**src/rtl/irq_sequencer.sv**
```systemverilog
// Multi-source interrupt sequencer. Latches rising edges on the irq lines,
// grants the lowest-indexed eligible source, then injects bubbles, two
// interrupt-entry words carrying the return PC, and a one-cycle redirect to
// that source's vector.
module irq_sequencer #(
  parameter int unsigned             NUM_IRQ      = 4,
  parameter int unsigned             PC_WIDTH     = 32,
  parameter int unsigned             INSTR_WIDTH  = 16,
  parameter logic [2:0]              IMM_FN       = 3'b100,
  parameter logic [INSTR_WIDTH-1:0]  BUBBLE_INSTR = 16'h07F8,
  parameter logic [INSTR_WIDTH-1:0]  INT_INSTR_0  = 16'hF480,
  parameter logic [INSTR_WIDTH-1:0]  INT_INSTR_1  = 16'h0000,
  parameter logic [PC_WIDTH-1:0]     IVT_BASE     = '0
) (
  input  logic                   clk,
  input  logic                   rst,
  input  logic [NUM_IRQ-1:0]     irq,
  input  logic [NUM_IRQ-1:0]     irq_mask,
  input  logic                   ie,
  input  logic [2:0]             function_bits,
  input  logic                   iam_jmp,
  input  logic [PC_WIDTH-1:0]    next_pc,
  output logic                   busy,
  output logic                   inject_valid,
  output logic [INSTR_WIDTH-1:0] inject_instr,
  output logic                   bubble,
  output logic                   save_pc_valid,
  output logic [PC_WIDTH-1:0]    save_pc,
  output logic                   redirect,
  output logic [PC_WIDTH-1:0]    redirect_pc,
  output logic [NUM_IRQ-1:0]     irq_ack
);

  localparam int unsigned ID_W = (NUM_IRQ > 1) ? $clog2(NUM_IRQ) : 1;

  typedef enum logic [2:0] {
    StIdle,
    StImm,
    StBub,
    StJwait,
    StPush0,
    StPush1,
    StRedir
  } state_e;

  state_e              state_q, state_d;
  logic [NUM_IRQ-1:0]  pend_q, pend_d;
  logic [NUM_IRQ-1:0]  irq_dly_q;
  logic [PC_WIDTH-1:0] save_pc_q, save_pc_d;
  logic [ID_W-1:0]     id_q, id_d;

  logic [NUM_IRQ-1:0]  rise;
  logic [NUM_IRQ-1:0]  elig;
  logic                grant_any;
  logic [ID_W-1:0]     grant_id;

  // Edge detect and lowest-index priority pick over eligible pending sources.
  always_comb begin
    rise      = irq & ~irq_dly_q;
    elig      = ie ? (pend_q & ~irq_mask) : '0;
    grant_any = 1'b0;
    grant_id  = '0;
    for (int k = int'(NUM_IRQ) - 1; k >= 0; k--) begin
      if (elig[k]) begin
        grant_any = 1'b1;
        grant_id  = ID_W'(k);
      end
    end
  end

  // Next-state, pending bookkeeping and return-PC tracking.
  always_comb begin
    state_d   = state_q;
    pend_d    = pend_q;
    save_pc_d = save_pc_q;
    id_d      = id_q;
    unique case (state_q)
      StIdle: begin
        if (grant_any) begin
          id_d      = grant_id;
          save_pc_d = next_pc;
          pend_d    = pend_q & ~(NUM_IRQ'(1) << grant_id);
          if (iam_jmp) begin
            state_d = StJwait;
          end else if (function_bits == IMM_FN) begin
            state_d = StImm;
          end else begin
            state_d = StBub;
          end
        end
      end
      StImm: begin
        // Return past the immediate word that follows the current instruction.
        save_pc_d = save_pc_q + PC_WIDTH'(1);
        state_d   = StBub;
      end
      StBub: state_d = StPush0;
      StJwait: begin
        // The jump has resolved by now; return to its target.
        save_pc_d = next_pc;
        state_d   = StPush0;
      end
      StPush0: state_d = StPush1;
      StPush1: state_d = StRedir;
      StRedir: state_d = StIdle;
      default: state_d = StIdle;
    endcase
    // A new edge on the granted source at the grant edge keeps it pending.
    pend_d = pend_d | rise;
  end

  // State and capture registers.
  always_ff @(posedge clk or posedge rst) begin
    if (rst) begin
      state_q   <= StIdle;
      pend_q    <= '0;
      irq_dly_q <= '0;
      save_pc_q <= '0;
      id_q      <= '0;
    end else begin
      state_q   <= state_d;
      pend_q    <= pend_d;
      irq_dly_q <= irq;
      save_pc_q <= save_pc_d;
      id_q      <= id_d;
    end
  end

  // Outputs decoded purely from registered state.
  always_comb begin
    busy          = (state_q != StIdle);
    inject_valid  = 1'b0;
    inject_instr  = '0;
    bubble        = 1'b0;
    save_pc_valid = 1'b0;
    save_pc       = save_pc_q;
    redirect      = 1'b0;
    redirect_pc   = '0;
    irq_ack       = '0;
    unique case (state_q)
      StImm, StBub, StJwait: begin
        inject_valid = 1'b1;
        bubble       = 1'b1;
        inject_instr = BUBBLE_INSTR;
      end
      StPush0: begin
        inject_valid  = 1'b1;
        inject_instr  = INT_INSTR_0;
        save_pc_valid = 1'b1;
      end
      StPush1: begin
        inject_valid = 1'b1;
        inject_instr = INT_INSTR_1;
      end
      StRedir: begin
        redirect    = 1'b1;
        redirect_pc = IVT_BASE + PC_WIDTH'(id_q);
        irq_ack     = NUM_IRQ'(1) << id_q;
      end
      default: begin
        inject_valid = 1'b0;
      end
    endcase
  end

endmodule

```
**config.mk**
```make
export PLATFORM = sky130hd
export DESIGN_NAME = irq_sequencer
export DESIGN_NICKNAME = d
export VERILOG_FILES = /design/src/rtl/irq_sequencer.sv
export SDC_FILE = /design/constraint.sdc
export NUM_CORES = 1
export LEC_CHECK = 0
export BUFFER_PORTS_ARGS = -buffer_cell sky130_fd_sc_hd__buf_2
export CAP_MARGIN = 20
export CELL_PAD_IN_SITES_DETAIL_PLACEMENT = 0
export CELL_PAD_IN_SITES_GLOBAL_PLACEMENT = 2
export CORE_ASPECT_RATIO = 0.9
export CORE_MARGIN = 5
export CORE_UTILIZATION = 23
export DETAILED_ROUTE_END_ITERATION = 10
export HOLD_SLACK_MARGIN = 0.08
export PLACE_DENSITY_LB_ADDON = 0.1
export SLEW_MARGIN = 20
export SYNTH_ARGS = -nofsm -noshare
export SYNTH_HDL_FRONTEND = slang
export SYNTH_SLANG_ARGS = --single-unit
```
**constraint.sdc**
```tcl
create_clock -name clk -period 2.15 [get_ports clk]
set_clock_uncertainty 0.2 [all_clocks]
set_input_delay 0.1075 -clock clk [delete_from_list [all_inputs] [get_ports clk]]
set_output_delay 0.1075 -clock clk [all_outputs]
set_load 0.05 [all_outputs]
```
=== Word-level counts from Yosys, hierarchy flattened ===
Cells that the tools add are included.

* Bits in registers: 45
* Output and inout port bits: 89
* Word-level logic and storage cells: 55

* Add/subtract/negate cells: 1
* Equal/unequal tests: 8
* Shifts and indexed selects: 2
* Muxes and demuxes: 24
* Bitwise operators: 7
* Reductions and logical operators: 8

{| class="wikitable"
|+ Operators by type and width
! operator !! count
|-
| one-hot mux 32 bit (3 select lines) || 1
|-
| adder 32 x 1 -> 32 bit, second input constant || 1
|-
| 2-to-1 mux 32 bit || 1
|-
| one-hot mux 16 bit (2 select lines) || 1
|-
| 2-to-1 mux 4 bit || 4
|-
| one-hot mux 3 bit (5 select lines) || 1
|-
| 2-to-1 mux 2 bit || 7
|-
| bitwise AND 4 bit || 3
|-
| equality test 3 bit, second input constant || 4
|-
| inverter 4 bit || 3
|-
| 2-to-1 mux 1 bit || 8
|-
| << shifter 1 x 2 -> 4 bit, first input constant || 2
|-
| equality test 3 x 2 -> 1 bit, second input constant || 2
|-
| nonzero test 3 bit || 2
|-
| OR reduction 5 bit || 1
|-
| bitwise OR 4 bit || 1
|-
| AND reduction 2 bit || 2
|-
| equality test 3 x 1 -> 1 bit, second input constant || 1
|-
| zero test 3 bit || 1
|-
| 2-to-1 mux 3 bit || 1
|-
| OR reduction 3 bit || 1
|-
| inequality test 2 bit, second input constant || 1
|-
| OR reduction 2 bit || 1
|}

=== Logic depth before layout (Yosys ltp) ===
Gate-level depths: netlist of run 1.

* Depth after elaboration: 13
* Gate-level depth with buffers: 7
* Mapped depth without buffers: 6

=== Worst setup path after synthesis of run 1 ===
Ideal clock, no wire load.

* Path type: reg2out
* Start point: reg state_q[2]
* End point: out irq_ack[1]
* Arrival: 2796 ps
* Required time: 1842 ps
* Slack: -953 ps
* Stages on the path, launching flop included: 6
* Cell sequence: dfrtp_1 -> clkbuf_1 -> nand2_1 -> nor2_1 -> and2_1 -> nor2b_1

* Cells in the longest elaborated chain, start to end: 2

{| class="wikitable"
|+ RTL lines
! what !! RTL line !! text
|-
| from (decl) || 46 || <nowiki>state_e state_q, state_d;</nowiki>
|-
| from (signal assigned) || 115 || <nowiki>state_q <= StIdle;</nowiki>
|-
| from (signal assigned) || 121 || <nowiki>state_q <= state_d;</nowiki>
|-
| equality test 3 bit || 140 || <nowiki>unique case (state_q)</nowiki>
|-
| 2-to-1 mux 4 bit || 140 ||
|-
| to (decl) || 31 || <nowiki>output logic [NUM_IRQ-1:0] irq_ack</nowiki>
|}

No other way between the ends.

=== Final worst setup path of run 1 ===
* Start point: reg save_pc_q[6] (netlist: save_pc[6])
* End point: reg save_pc_q[24] (netlist: save_pc[24])

* Cells in the longest elaborated chain, start to end: 2

{| class="wikitable"
|+ RTL lines
! what !! RTL line !! text
|-
| from (decl) || 49 || <nowiki>logic [PC_WIDTH-1:0] save_pc_q, save_pc_d;</nowiki>
|-
| from (signal assigned) || 124 || <nowiki>save_pc_q <= save_pc_d;</nowiki>
|-
| adder 32 x 1 -> 32 bit || 94 || <nowiki>save_pc_d = save_pc_q + PC_WIDTH'(1);</nowiki>
|-
| one-hot mux 32 bit (3 select lines) || 77 || <nowiki>unique case (state_q)</nowiki>
|}

No other way between the ends.
A chain may end at the register's enable or synchronous reset.

==> results of run 1 <==
[worst max-delay path, cell delays in order (launching register included)]
cell     delay, ns
dfrtp_2       0.42
nand3_4       0.13
or3_4         0.39
buf_4         0.18
nor3_4        0.27
a31oi_1       0.12
o22a_1        0.21
[metrics by stage]
stage | area (um^2) | utilization, % | instances | hold WS [ns] | total power [mW]
detailed placement | 3880 | 30.6 | 639 | -0.0750 | 6.79
finish | 4600 | 36.2 | 700 | 0.0961 | 7.86
global route | 4600 | 36.2 | 700 | 0.150 | 8.36
global placement | 3880 | 30.6 | 639 | -0.0720 | 6.81
floorplan | 3240 | - | 400 | -0.0611 | 5.47
CTS | 4440 | 35.0 | 689 | 0.0970 | 7.68
[cell type report]
class | instances | area, um^2 | share of cell area, %
sequential | 45 | 1150 | 25.0
timing repair buffer | 189 | 1340 | 29.1
clock buffer | 7 | 133 | 2.88
inverter | 12 | 45.0 | 0.980
tap | 164 | 205 | 4.46
multi-input combinational | 282 | 1720 | 37.4
clock inverter | 1 | 7.51 | 0.163
[path summary, 6_finish.rpt]
kind | startpoint | slack, ns | endpoint | depth (start not counted)
max in group asynchronous | rst | 1.12 | save_pc[16]$_DFFE_PP0P_ | 4
hold / removal | next_pc[29] | 0.1 | save_pc[29]$_DFFE_PP0P_ | 3
setup reg to reg | save_pc[6]$_DFFE_PP0P_ | 0.11 | save_pc[24]$_DFFE_PP0P_ | 6
hold reg to reg | irq_dly_q[2]$_DFF_PP0_ | 0.22 | pend_q[2]$_DFF_PP0_ | 1
min in group asynchronous | rst | 0.12 | save_pc[6]$_DFFE_PP0P_ | 3
setup / recovery | save_pc[6]$_DFFE_PP0P_ | 0.11 | save_pc[24]$_DFFE_PP0P_ | 6
[report_power, final]
part / internal [mW] / total, mW / switching, mW / leakage (nW)
Combinational: 1.65 / 5.30 / 3.65 / 1.46
Sequential: 1.26 / 1.77 / 0.509 / 0.483
Clock: 0.433 / 0.793 / 0.360 / 0.0641
[synth_stat cells (2+ instances only)]
| cell type | instances |
|---|---|
| a211oi_1 | 5 |
| a21oi_1 | 45 |
| a2bb2oi_1 | 12 |
| a311oi_1 | 2 |
| a31oi_1 | 3 |
| and2_1 | 3 |
| and3_1 | 2 |
| and4_1 | 4 |
| buf_2 | 2 |
| buf_4 | 43 |
| clkbuf_1 | 14 |
| dfrtp_1 | 45 |
| inv_1 | 12 |
| nand2_1 | 33 |
| nand2b_1 | 4 |
| nand3_1 | 15 |
| nand3_2 | 2 |
| nand4_1 | 8 |
| nor2_1 | 24 |
| nor2b_1 | 3 |
| nor3_1 | 16 |
| nor3b_1 | 2 |
| nor4_1 | 7 |
| o21a_1 | 2 |
| o21ai_0 | 18 |
| o22ai_1 | 13 |
| o31ai_1 | 5 |
| or3_1 | 2 |
| xnor2_1 | 2 |
[cells in the final DEF, fill, tap and decap left out, types with 4 or more instances in the layout]
| cell type | Yosys | final |
|---|---|---|
| a211oi_1 | 5 | 5 |
| a21oi_1 | 45 | 44 |
| a2bb2oi_1 | 12 | 11 |
| and4_1 | 4 | 4 |
| buf_12 | 0 | 4 |
| buf_2 | 2 | 101 |
| buf_4 | 43 | 41 |
| clkbuf_16 | 0 | 6 |
| conb_1 | 1 | 34 |
| dfrtp_1 | 45 | 26 |
| dfrtp_2 | 0 | 19 |
| dlygate4sd3_1 | 0 | 42 |
| inv_1 | 12 | 11 |
| nand2_1 | 33 | 32 |
| nand2b_1 | 4 | 4 |
| nand3_1 | 15 | 13 |
| nand4_1 | 8 | 8 |
| nor2_1 | 24 | 23 |
| nor3_1 | 16 | 12 |
| o21ai_0 | 18 | 18 |
| o22ai_1 | 13 | 13 |
| o31ai_1 | 5 | 5 |
[per-layer routing]
layer	track usage [%]	vias to the layer above	part of all wire, %
li1	-	1604	-
met1	18.6	1556	45
met2	21.5	109	47
met3	4.17	7	7.4
met4	3.12	0	0.71
met5	0	-	0
[kinds of logic after synthesis]
kind of cell,share of synthesized area [%]
simple gates,22.3
flops,37.8
other cells,0.126
buf+inv,14.7
fa+ha+maj,0.420
xor+xnor,0.882
compound gates,23.8
[registers in the layout, indices dropped and copies added, names as in the netlist]
name	count
save_pc	32
irq_dly_q	4
pend_q	4
state_q	3
id_q	2
[what timing repair did]
action,CTS,global route
setup endpoints to repair,0,12
resized for setup,0,12
buffers inserted,0,10
hold buffers,42,0
endpoints found under the hold margin,87,0
==> impl_metrics.tcl, run 1 <==
set metrics [dict create \
    dieArea_mm2 0.0153 \
    fillers 1314 \
    syn-instance-count 367 \
    cts.sinks 45 \
    end_kind "flop" \
    yosysUniqueCellTypes 48 \
    die_h_um 118 \
    numCtsBuffers 5 \
    maxCapViolCount 0 \
    grt_max_degree 44 \
    avgRoutedWirePerCell_um 15.6 \
    syn_area_per_cell_um2 8.12 \
    clk_pin_slew_worst_paths_ns 0.07 \
    worstHoldPathType "in -> reg" \
    synth_edf_count 0 \
    cts_tree "built" \
    peakVddDrop_mv 0.812 \
    rsz0062_at_grt "yes" \
    finalCriticalPeriod_ns 2.04 \
    grt_pass1_wl_mm 16.7 \
    async_flop_share_pct 100 \
    core_area_mm2 0.0127 \
    synth.area.top_cells "dfrtp_1 (38%), buf_4 (11%), a21oi_1 (7.6%)" \
    clk_path_buf_depth 2 \
    p_per_area_mw_per_mm2 1710 \
    cts_max_level 2 \
    grt_pass1_vias 3129 \
    final_max_slew_viol_count 0 \
    first_iter_violations 217 \
    critPathRequiredTime_ns 2.13 \
    clock_latency_ns 0.30 \
    dr_total_vias 3276 \
    grt_antenna_before_repair 0 \
    start_kind "flop" \
    initial_utilization_pct 23.5 \
    synthFlopType "dfrtp_1" \
    synth_area_mm2 0.00298 \
    worstPathMaxFanout 7 \
    hold_viol_final 0 \
    setup_viol 0 \
    drtAntennaViolNets 0 \
    yosys_warnings 0 \
    synth-seq-cells 45 \
    drive_gt1_share_pct 37.9 \
    grt_use_total_pct 13.8 \
    io_buffers 101 \
    yosys.area.top_type_share_pct 37.8 \
    ys_seq_area_share_pct 37.8 \
    tns_ns 0 \
    via_per_inst 4.68 \
    crit_type "reg -> reg" \
    clock-root-buffer "clkbuf_16" \
    firstDrtPassIters 4 \
    routabilityCongestion 0.777 \
    fin_ws_ns 0.107 \
    io_pins 136 \
    drc 0 \
    row_count 39 \
    wirelength_mm 10.9 \
    place_ws_ns 0.0442 \
    status "complete, no violations" \
    finalCritPeriodShare_pct 95.0 \
    area_growth_pct 54.3 \
    p_leak_nw 2.01 \
    die_w_um 130 \
    diodes 0 \
    hpwl_mm 7.87 \
    post-synth-top-area-cell "dfrtp_1" \
    gr-total-overflow 0 \
    max_clock_freq_mhz 489 \
    arrival_ns 2.03 \
    nets 583 \
]
Power figures use the tool's default switching activity.
==> run 2: changes to the inputs <==
--- a/config.mk
+++ b/config.mk
@@ -9,10 +9,11 @@
 export CAP_MARGIN = 20
 export CELL_PAD_IN_SITES_DETAIL_PLACEMENT = 0
 export CELL_PAD_IN_SITES_GLOBAL_PLACEMENT = 2
-export CORE_ASPECT_RATIO = 0.9
+export CORE_ASPECT_RATIO = 0.5
 export CORE_MARGIN = 5
 export CORE_UTILIZATION = 23
 export DETAILED_ROUTE_END_ITERATION = 10
+export GPL_ROUTABILITY_DRIVEN = 1
 export HOLD_SLACK_MARGIN = 0.08
 export PLACE_DENSITY_LB_ADDON = 0.1
 export SLEW_MARGIN = 20
==> run 2 against run 1 <==
Global-route usage decreased by 0.79 points; cell count increased by 0.57%; maximum frequency decreased by 2.4%; critical path depth unchanged; die area increased by 0.88%; core utilization increased by 0.47 points; total power increased by 1.4%; clock power increased by 15%; via count decreased by 0.52%; register-to-register slack got worse by 0.05 ns; sequential power about the same; worst hold slack got worse by 0.0084 ns.
==> impl_metrics.tcl, run 2 (synthesis results as in run 1) <==
set metrics [dict create \
    postLayoutCoreUtil_pct 36.7 \
    core_area_mm2 0.0127 \
    dieArea_mm2 0.0155 \
    gr-usage-met2_pct 21.3 \
    p_per_area_mw_per_mm2 1710 \
    routabilityCongestion 0.800 \
    io_pins 136 \
    cts_max_level 2 \
    dr_total_vias 3259 \
    rsz0062_at_grt "yes" \
    clock_latency_ns 0.30 \
    status "complete, no violations" \
    first_iter_violations 84 \
    r2r_cells 6 \
    whs_path_depth 5 \
    worstPathMaxFanout 7 \
    hpwl_mm 7.68 \
    min_from "irq_mask[3]" \
    firstDrtPassIters 4 \
    ff2ff_setup_slack_ns 0.06 \
    area_growth_pct 56.0 \
    final_common_cell "buf_2" \
    nets 581 \
    via_per_inst 4.63 \
    drc 0 \
    avgRoutedWirePerCell_um 15.2 \
    top_usage_layer "met2" \
    drtAntennaViolNets 0 \
    finalCritPeriodShare_pct 97.3 \
    grt_max_degree 41 \
    tightest_slew_ns 0.672 \
    worst_slew_margin_rel_pct 55.1 \
    fillers 1330 \
    worstHoldPathType "in -> reg" \
    largest_register_ff_count 32 \
    grt_use_total_pct 13.0 \
    clk_pin_slew_worst_paths_ns 0.07 \
    max_clock_freq_mhz 478 \
    critPathRequiredTime_ns 2.16 \
    start_kind "flop" \
    diodes 0 \
    die_w_um 171 \
    grt_antenna_before_repair 0 \
    cts_tree "built" \
    whs_endpoint "pend_q[3]$_DFF_PP0_" \
    clock-root-buffer "clkbuf_16" \
    p_leak_nw 2.02 \
    gr-total-overflow 0 \
    crit_type "reg -> reg" \
    cts.sinks 45 \
    regToRegEndpoint "save_pc[27]$_DFFE_PP0P_" \
    reg2reg_from "save_pc[12]$_DFFE_PP0P_" \
    post-place-cells 636 \
    grt.met1_usage_pct 17.1 \
    setup_viol 0 \
    clk_path_buf_depth 2 \
    numCtsBuffers 5 \
    initial_utilization_pct 23.5 \
    finalCriticalPeriod_ns 2.09 \
    io_buffers 101 \
    finalNonFillerCells 704 \
    final_max_slew_viol_count 0 \
    hold_viol_final 0 \
    end_kind "flop" \
    crit_slowest_cell "dfrtp_2" \
    final_cell_mix "buf_2 (101), a21oi_1 (44), dlygate4sd3_1 (43)" \
    wirelength_mm 10.7 \
    grt_pass1_wl_mm 16.3 \
    crit_path_max_incr_delay_ns 0.44 \
    grt_pass1_vias 3117 \
    maxCapViolCount 0 \
    drive_gt1_share_pct 37.8 \
    die_h_um 90.5 \
    peakVddDrop_mv 0.793 \
    arrival_ns 2.10 \
    row_count 29 \
    met3_usage_pct 3.02 \
    worstPathCellList "nand4_4 > or3_1 > buf_4 > nor4_2 > xnor2_1 > a211oi_1" \
]
[run 2: cell types whose count changed in the layout (fill, tap and decap cells not counted), moves of 2 or more]
cell | before | now
buf_4 | 41 | 37
clkbuf_1 | 2 | 0
nand2b_1 | 4 | 2
nand2b_4 | 0 | 2
[run 2: worst max-delay path by stage]
stage / startpoint / to / slack, ns / depth (start not counted)
finish: save_pc[12]$_DFFE_PP0P_ / save_pc[27]$_DFFE_PP0P_ / 0.06 / 6
floorplan: state_q[2]$_DFFE_PP0P_ / irq_ack[1] / -0.20 / 5
detailed placement: save_pc[2]$_DFFE_PP0P_ / save_pc[29]$_DFFE_PP0P_ / -0.03 / 5
CTS: save_pc[2]$_DFFE_PP0P_ / save_pc[29]$_DFFE_PP0P_ / 0.04 / 5
global route: save_pc[12]$_DFFE_PP0P_ / save_pc[24]$_DFFE_PP0P_ / -0.04 / 7
global placement: save_pc[0]$_DFFE_PP0P_ / save_pc[29]$_DFFE_PP0P_ / -0.03 / 5
[run 2: final cells by class]
class                      count  area, um^2  area share (%)
timing repair buffer         187        1340            28.8
sequential                    45        1150            24.7
clock inverter                 3        46.3           0.996
clock buffer                   5         125            2.69
inverter                      12        45.0           0.969
tap                          170         213            4.57
multi-input combinational    282        1730            37.2
[run 2: layer usage]
layer  part of all wire [%]  vias up
met5                      0        -
met4                    1.2        0
met3                    6.2        9
met2                     47       90
met1                     46     1560
li1                       -     1600
[run 2: what timing repair did]
item	CTS	global route
pin swaps	0	11
resized for setup	1	11
hold buffers	43	0
gates cloned	0	1
setup buffers	0	16
hold endpoints to repair	70	0
endpoints found under the setup margin	1	8
[run 2: per-stage QoR]
| stage | hold slack [ns] | instance area [um^2] | setup TNS [ns] | total power, mW | setup slack (ns) |
|---|---|---|---|---|---|
| 3_5_place_dp | 0.0305 | 3830 | -0.0314 | 6.73 | -0.0314 |
| 3_3_place_gp | 0.0310 | 3830 | -0.0345 | 6.71 | -0.0345 |
| 2_1_floorplan | -0.0611 | 3240 | -0.993 | 5.47 | -0.198 |
| 5_1_grt | 0.130 | 4650 | -0.156 | 8.44 | -0.0385 |
| 4_1_cts | 0.0827 | 4440 | 0 | 7.74 | 0.0385 |
| 6_report | 0.0878 | 4650 | 0 | 7.97 | 0.0573 |
[run 2: power by group]
part	total (mW)	internal (mW)	switching [mW]
clock network	0.912	0.551	0.361
registers	1.79	1.26	0.528
logic	5.27	1.66	3.61
[run 2: worst max-delay path: cells and delay by family (launching register included)]
kind            cells  cell delay (ns)
compound gates      1             0.22
simple gates        3             0.87
flops               1             0.44
buf+inv             1             0.18
xor+xnor            1             0.11
